[src/rtl/scanner_serial_tx_pkg.sv]
// Shared definitions for the scanner-to-transfer-center serial link.
package scanner_serial_tx_pkg;

  // Bits per serial word on the link.
  localparam int BYTE_W = 8;

  // Bit order on the wire; the receiver assembles bytes with the same order.
  localparam bit MSB_FIRST = 1'b1;

  // Transmitter states.
  typedef enum logic [1:0] {
    IDLE    = 2'd0,
    REQUEST = 2'd1,
    SHIFT   = 2'd2,
    DONE    = 2'd3
  } state_t;

endpackage

[src/rtl/scanner_serial_tx_byte_fifo.sv]
// Show-ahead circular byte queue feeding the serial shifter.
// A push into a full queue is dropped and flagged unless a pop frees a slot the same cycle.
module byte_fifo #(
  parameter int DEPTH = 8,
  parameter int W     = 8
) (
  input  logic                   clk,
  input  logic                   rst,
  input  logic                   push,
  input  logic                   pop,
  input  logic [W-1:0]           wdata,
  output logic [W-1:0]           rdata,
  output logic [$clog2(DEPTH):0] count,
  output logic                   full,
  output logic                   empty,
  output logic                   overflow
);

  localparam int AW = $clog2(DEPTH);
  localparam logic [AW:0] FULL_CNT = (AW+1)'(DEPTH);

  logic [W-1:0]  r_mem [DEPTH];
  logic [AW-1:0] r_wr_ptr;
  logic [AW-1:0] r_rd_ptr;
  logic [AW:0]   r_count;
  logic          r_overflow;
  logic          w_do_pop;
  logic          w_do_push;

  // A pop in the same cycle frees the slot a push into a full queue needs.
  assign w_do_pop  = pop && !empty;
  assign w_do_push = push && (!full || w_do_pop);

  assign rdata    = r_mem[r_rd_ptr];
  assign count    = r_count;
  assign full     = (r_count == FULL_CNT);
  assign empty    = (r_count == '0);
  assign overflow = r_overflow;

  // Storage array write; no reset so it maps onto plain RAM.
  always_ff @(posedge clk) begin
    if (w_do_push) begin
      r_mem[r_wr_ptr] <= wdata;
    end
  end

  // Pointers, occupancy and the sticky overflow flag.
  always_ff @(posedge clk) begin
    if (!rst) begin
      r_wr_ptr   <= '0;
      r_rd_ptr   <= '0;
      r_count    <= '0;
      r_overflow <= 1'b0;
    end else begin
      if (w_do_push) r_wr_ptr <= r_wr_ptr + 1'b1;
      if (w_do_pop)  r_rd_ptr <= r_rd_ptr + 1'b1;
      case ({w_do_push, w_do_pop})
        2'b10:   r_count <= r_count + 1'b1;
        2'b01:   r_count <= r_count - 1'b1;
        default: r_count <= r_count;
      endcase
      if (push && !w_do_push) r_overflow <= 1'b1;
    end
  end

endmodule

[src/rtl/scanner_serial_tx.sv]
// Scanner-side serial transmitter: queues bytes, requests the link, then
// shifts whole bytes out one bit per clock, chaining bytes while granted.
module scanner_serial_tx #(
  parameter int DEPTH  = 8,
  parameter int BYTE_W = scanner_serial_tx_pkg::BYTE_W
) (
  input  logic                      clk,
  input  logic                      rst,
  input  logic                      loadByte,
  input  logic [BYTE_W-1:0]         loadData,
  input  logic                      startTransfer,
  input  logic                      readyForTransferIn,
  output logic                      readyForTransferOut,
  output logic                      dataOut,
  output logic                      sending,
  output logic [$clog2(BYTE_W)-1:0] bitCounter,
  output logic [$clog2(DEPTH):0]    fifoCount,
  output logic                      full,
  output logic                      empty,
  output logic                      overflow,
  output logic                      transferDone
);

  import scanner_serial_tx_pkg::state_t;
  import scanner_serial_tx_pkg::IDLE;
  import scanner_serial_tx_pkg::REQUEST;
  import scanner_serial_tx_pkg::SHIFT;
  import scanner_serial_tx_pkg::DONE;
  import scanner_serial_tx_pkg::MSB_FIRST;

  localparam int CW = $clog2(BYTE_W);
  localparam logic [CW-1:0] LAST_BIT = CW'(BYTE_W - 1);

  state_t            r_state;
  state_t            w_state_next;
  logic [BYTE_W-1:0] r_shreg;
  logic [BYTE_W-1:0] w_shreg_next;
  logic [CW-1:0]     r_bit_cnt;
  logic [CW-1:0]     w_bit_cnt_next;
  logic              r_data_out;
  logic              w_data_out_next;
  logic              w_pop;
  logic              w_empty;
  logic [BYTE_W-1:0] w_fifo_rdata;
  logic [BYTE_W-1:0] w_load_word;
  logic [BYTE_W-1:0] w_load_shreg;

  byte_fifo #(
    .DEPTH (DEPTH),
    .W     (BYTE_W)
  ) u_fifo (
    .clk      (clk),
    .rst      (rst),
    .push     (loadByte),
    .pop      (w_pop),
    .wdata    (loadData),
    .rdata    (w_fifo_rdata),
    .count    (fifoCount),
    .full     (full),
    .empty    (w_empty),
    .overflow (overflow)
  );

  // The shifter always emits its top bit, so LSB-first order just reverses the word at load.
  for (genvar gi = 0; gi < BYTE_W; gi++) begin : g_order
    assign w_load_word[gi] = MSB_FIRST ? w_fifo_rdata[gi] : w_fifo_rdata[BYTE_W-1-gi];
  end

  // First bit goes straight to the line register; the rest wait in the shifter.
  assign w_load_shreg = {w_load_word[BYTE_W-2:0], 1'b0};

  assign empty               = w_empty;
  assign dataOut             = r_data_out;
  assign bitCounter          = r_bit_cnt;
  assign readyForTransferOut = (r_state == REQUEST);
  assign sending             = (r_state == SHIFT);
  assign transferDone        = (r_state == DONE);

  // Next-state, shifter and line logic; the line idles low outside SHIFT.
  always_comb begin
    w_state_next    = r_state;
    w_shreg_next    = r_shreg;
    w_bit_cnt_next  = r_bit_cnt;
    w_data_out_next = 1'b0;
    w_pop           = 1'b0;
    case (r_state)
      IDLE: begin
        if (startTransfer && !w_empty) w_state_next = REQUEST;
      end
      REQUEST: begin
        if (readyForTransferIn && !w_empty) begin
          w_pop           = 1'b1;
          w_state_next    = SHIFT;
          w_data_out_next = w_load_word[BYTE_W-1];
          w_shreg_next    = w_load_shreg;
          w_bit_cnt_next  = '0;
        end
      end
      SHIFT: begin
        if (r_bit_cnt != LAST_BIT) begin
          w_data_out_next = r_shreg[BYTE_W-1];
          w_shreg_next    = r_shreg << 1;
          w_bit_cnt_next  = r_bit_cnt + 1'b1;
        end else if (!w_empty && readyForTransferIn) begin
          w_pop           = 1'b1;
          w_data_out_next = w_load_word[BYTE_W-1];
          w_shreg_next    = w_load_shreg;
          w_bit_cnt_next  = '0;
        end else begin
          w_bit_cnt_next = '0;
          w_state_next   = w_empty ? DONE : REQUEST;
        end
      end
      DONE: begin
        w_state_next = IDLE;
      end
      default: begin
        w_state_next = IDLE;
      end
    endcase
  end

  // State, shifter and line registers; reset abandons any byte in flight.
  always_ff @(posedge clk) begin
    if (!rst) begin
      r_state    <= IDLE;
      r_shreg    <= '0;
      r_bit_cnt  <= '0;
      r_data_out <= 1'b0;
    end else begin
      r_state    <= w_state_next;
      r_shreg    <= w_shreg_next;
      r_bit_cnt  <= w_bit_cnt_next;
      r_data_out <= w_data_out_next;
    end
  end

endmodule

[config.mk]
export PLATFORM = sky130hd
export DESIGN_NAME = scanner_serial_tx
export DESIGN_NICKNAME = d
export VERILOG_FILES = /design/src/rtl/scanner_serial_tx_pkg.sv /design/src/rtl/scanner_serial_tx_byte_fifo.sv /design/src/rtl/scanner_serial_tx.sv
export SDC_FILE = /design/constraint.sdc
export NUM_CORES = 1
export LEC_CHECK = 0
export BUFFER_PORTS_ARGS = -buffer_cell sky130_fd_sc_hd__buf_2
export CORE_ASPECT_RATIO = 0.8
export CORE_MARGIN = 2
export CORE_UTILIZATION = 45
export CTS_CLUSTER_SIZE = 20
export DETAILED_ROUTE_END_ITERATION = 6
export PLACE_DENSITY = 0.62
export SYNTH_ARGS = -nofsm -noshare
export SYNTH_HDL_FRONTEND = slang
export SYNTH_SLANG_ARGS = --single-unit
export TNS_END_PERCENT = 20
[constraint.sdc]
create_clock -name clk -period 2.51 [get_ports clk]
set_clock_uncertainty 0.2 [all_clocks]
set_input_delay 0.1255 -clock clk [delete_from_list [all_inputs] [get_ports clk]]
set_output_delay 0.1255 -clock clk [all_outputs]
set_load 0.02 [all_outputs]
==> impl_results.md <==
- Status: completed
- Internal power: 2.37 mW
- PortBufs: 26
- Static leakage: 1.72 nW
- Total die area: 9660 sq um
- GRT Residual Overflow: 0
- Clock share of power: 30.1%
- Final Core Density: 55.2%
- Post-DRT Antenna Nets: 0
- Finished Cell Area: 4720 sq um
- Sink Count: 92
- DR vias: 2432
- RSZ-0062 raised after global routing: true
- Top post-synthesis cells by area: edfxtp_1, dfxtp_1, mux4_1
- XOR/XNOR Fraction of Synth Area: 0.657%
- Mean Syn Cell Area: 14.9 sq um
- Largest family of logic cells by synthesized area: multiplexers
- Gate power share: 16.9%
- Total GRT Usage: 17.3%
- DIE HEIGHT: 88.3 microns
- Leading cell types by count after synthesis: edfxtp_1, dfxtp_1, nand2_1
- Num CTS Buffers: 9
- Final WS setup: 47.6 ps
- Worst skew pair latency: 350 ps
- Detailed Place HPWL: 5030 microns
- Vias in the first global route: 2407
- Pwr/cell area: 679 nW/um^2
- Via density: 5.49
- Switching share of power: 26.2%
- Chip width: 109 microns
- Mapped cell area: 4000 sq um
- Rows: 30
- Arrival time at the worst endpoint: 2540 ps
- Routability Congestion: 0.759
- Max cap viols: 0
- Yosys Warn Count: 0
- Core ar.: 8560 sq um
- Iter 0 DRT Violations: 109
- CTS Buffer Depth: 2
- Max-slew violations: 0
- Max Clk Rate: 0.406 GHz
- DP Worst Slack: -125 ps
- Drt pass-1 iters: 4
- Most numerous cell in the Yosys netlist: edfxtp_1
- Largest net degree at the start of global routing: 22
- Min Hold Slack: 84.3 ps
- Synth Area in Compound Gates: 6.88%
- First-pass GRT wire length: 12200 microns
- Root buffer cell: clkbuf_8
- Sequential share of power: 53.1%
- Synth area leader: edfxtp_1
- Worst setup SP type: register
- Switch Pwr: 841 uW
- Share of cells above drive strength 1: 27.8%
- Seq cells post-synth: 92
- FILL cells: 708
- Post-synth ARST share: 0%
- CP Class: register to register
- Cell variety after synth: 47
- # DRC: 0
- Nets: 350
- Adder-Cell Fraction of Synth Area: 3.63%
- Area of placed instances: 4390 sq um
- Clock Pin Slew Worst Setup and Hold Paths: 90 ps
- Wire per inst: 17.2 microns
- Post-CTS Setup Bufs: 0
- Final hold viol count: 0
- Worst Max-Slew Pin Slew: 668 ps
- Final cycle utilization of the critical path: 98.1%
- Mux cell area share after synthesis: 14.7%
- Top-area cell type share of the netlist area: 48.1%
- Initial antenna violation count: 0
- Post-layout min period: 2460 ps
- Top FF cell, synth: edfxtp_1
- Number of synthesized flops with an enable pin: 64
- Initial core utilization: 46.7%
- CP Capture Type: register
- Final setup viols: 0
- Worst slew margin: 55.2%
- Hold Crit Class: input pin to register
- Mapped Nets: 293
- Area growth syn-to-layout: 18.1%
- ANT cells: 0
- I/O Pins: 27
- Synth Instances: 269
- CP Max Fanout: 5
- Post-synthesis sequential area ratio: 62.1%
- TritonCTS clock tree: done
- Worst VDD drop: 390 uV
- H-tree level count: 3
- Design Power: 3.21 mW
- Simple-gate portion of the synthesized area: 8.85%
- Final WL: 7620 microns
- Critical Path RT: 2590 ps
-- layout make-up --
class,instances,area [sq um],area share (%)
flip-flops and latches,92,2480,52.6
multi-input cells,152,1440,30.5
repair buffers,61,430,9.11
well taps,112,140,2.97
clock buffers,10,128,2.70
clock inverters,6,65.1,1.38
inverters,10,37.5,0.795
-- registers in the layout, indices dropped and copies added (netlist names), named ones only --
| signal | flops |
|---|---|
| r_state | 2 |
| u_fifo.r_rd_ptr | 3 |
| dataOut | 1 |
| u_fifo.overflow | 1 |
| u_fifo.r_mem | 64 |
| bitCounter | 3 |
| u_fifo.count | 4 |
| u_fifo.r_wr_ptr | 3 |
| r_shreg | 8 |
-- what timing repair did --
item                       CTS  global route
setup endpoints to repair   41            34
resized for setup            4             7
hold endpoints to repair    72             0
pin swaps                    0             1
hold buffers                10             0
cloned                       0             0
-- final timing paths --
kind | startpoint | to | slack (ps) | depth (start not counted)
min reg2reg | r_shreg[0] | r_shreg[0] | 280 | 1
max | bitCounter[0] | u_fifo.count[3] | 50 | 11
min | startTransfer | r_state[1] | 80 | 4
max reg2reg | bitCounter[0] | u_fifo.count[3] | 50 | 11
-- critical path: stages, from the launching register on --
cell	delay, ps
dfxtp_1	320
ha_1	200
ha_1	200
a21o_1	180
and3_4	210
nand2_1	110
inv_2	60
ha_4	280
nand3_1	90
and3_1	170
mux2i_1	180
mux2i_1	200
-- layer usage --
layer | wire, microns | track usage (%) | vias up
li1 | - | - | 1174
met1 | 3690 | 23.4 | 1210
met2 | 3570 | 27.0 | 42
met3 | 285 | 5.08 | 6
met4 | 76 | 5.87 | 0
met5 | 0 | 0 | -
-- logic make-up (layout without fill, tap and decap cells) --
family,Yosys count,in the layout
xor gates and xnor gates,3,3
DFF,92,92
adders and majority gates,11,11
buffers and inverters,25,87
muxes,34,34
and+or+nand+nor,67,67
AOI/OAI and AO/OA,37,37
-- layout by cell type, fill, tap and decap left out, types with 3 or more instances in the layout --
master	n
nand3_1	4
mux4_2	6
buf_2	26
nand4_1	4
o21ai_0	8
ha_1	9
a221oi_1	6
mux2_2	7
mux4_1	10
a21oi_1	5
buf_4	24
clkbuf_8	9
nor2_1	5
dlygate4sd3_1	10
nand3b_1	8
nand2b_1	6
nor3_1	11
mux2i_1	11
dfxtp_1	27
inv_1	8
edfxtp_1	64
nand2_1	17
nor2_2	3
a21o_1	3
-- metrics by stage --
stage	TNS [ps]	std cells
floorplan	-3730	269
global placement	-2210	417
detailed placement	-3200	417
CTS	-843	443
global route	-691	443
finish	0	443
-- power groups by stage --
stage / combinational (mW) / clock, mW / sequential (mW)
global route: 0.607 / 1.05 / 1.71
global placement: 0.514 / 0 / 1.73
CTS: 0.541 / 0.991 / 1.70
finish: 0.541 / 0.965 / 1.70
floorplan: 0.345 / 0 / 1.74
detailed placement: 0.524 / 0 / 1.74
(Power assumes the default switching activity.)
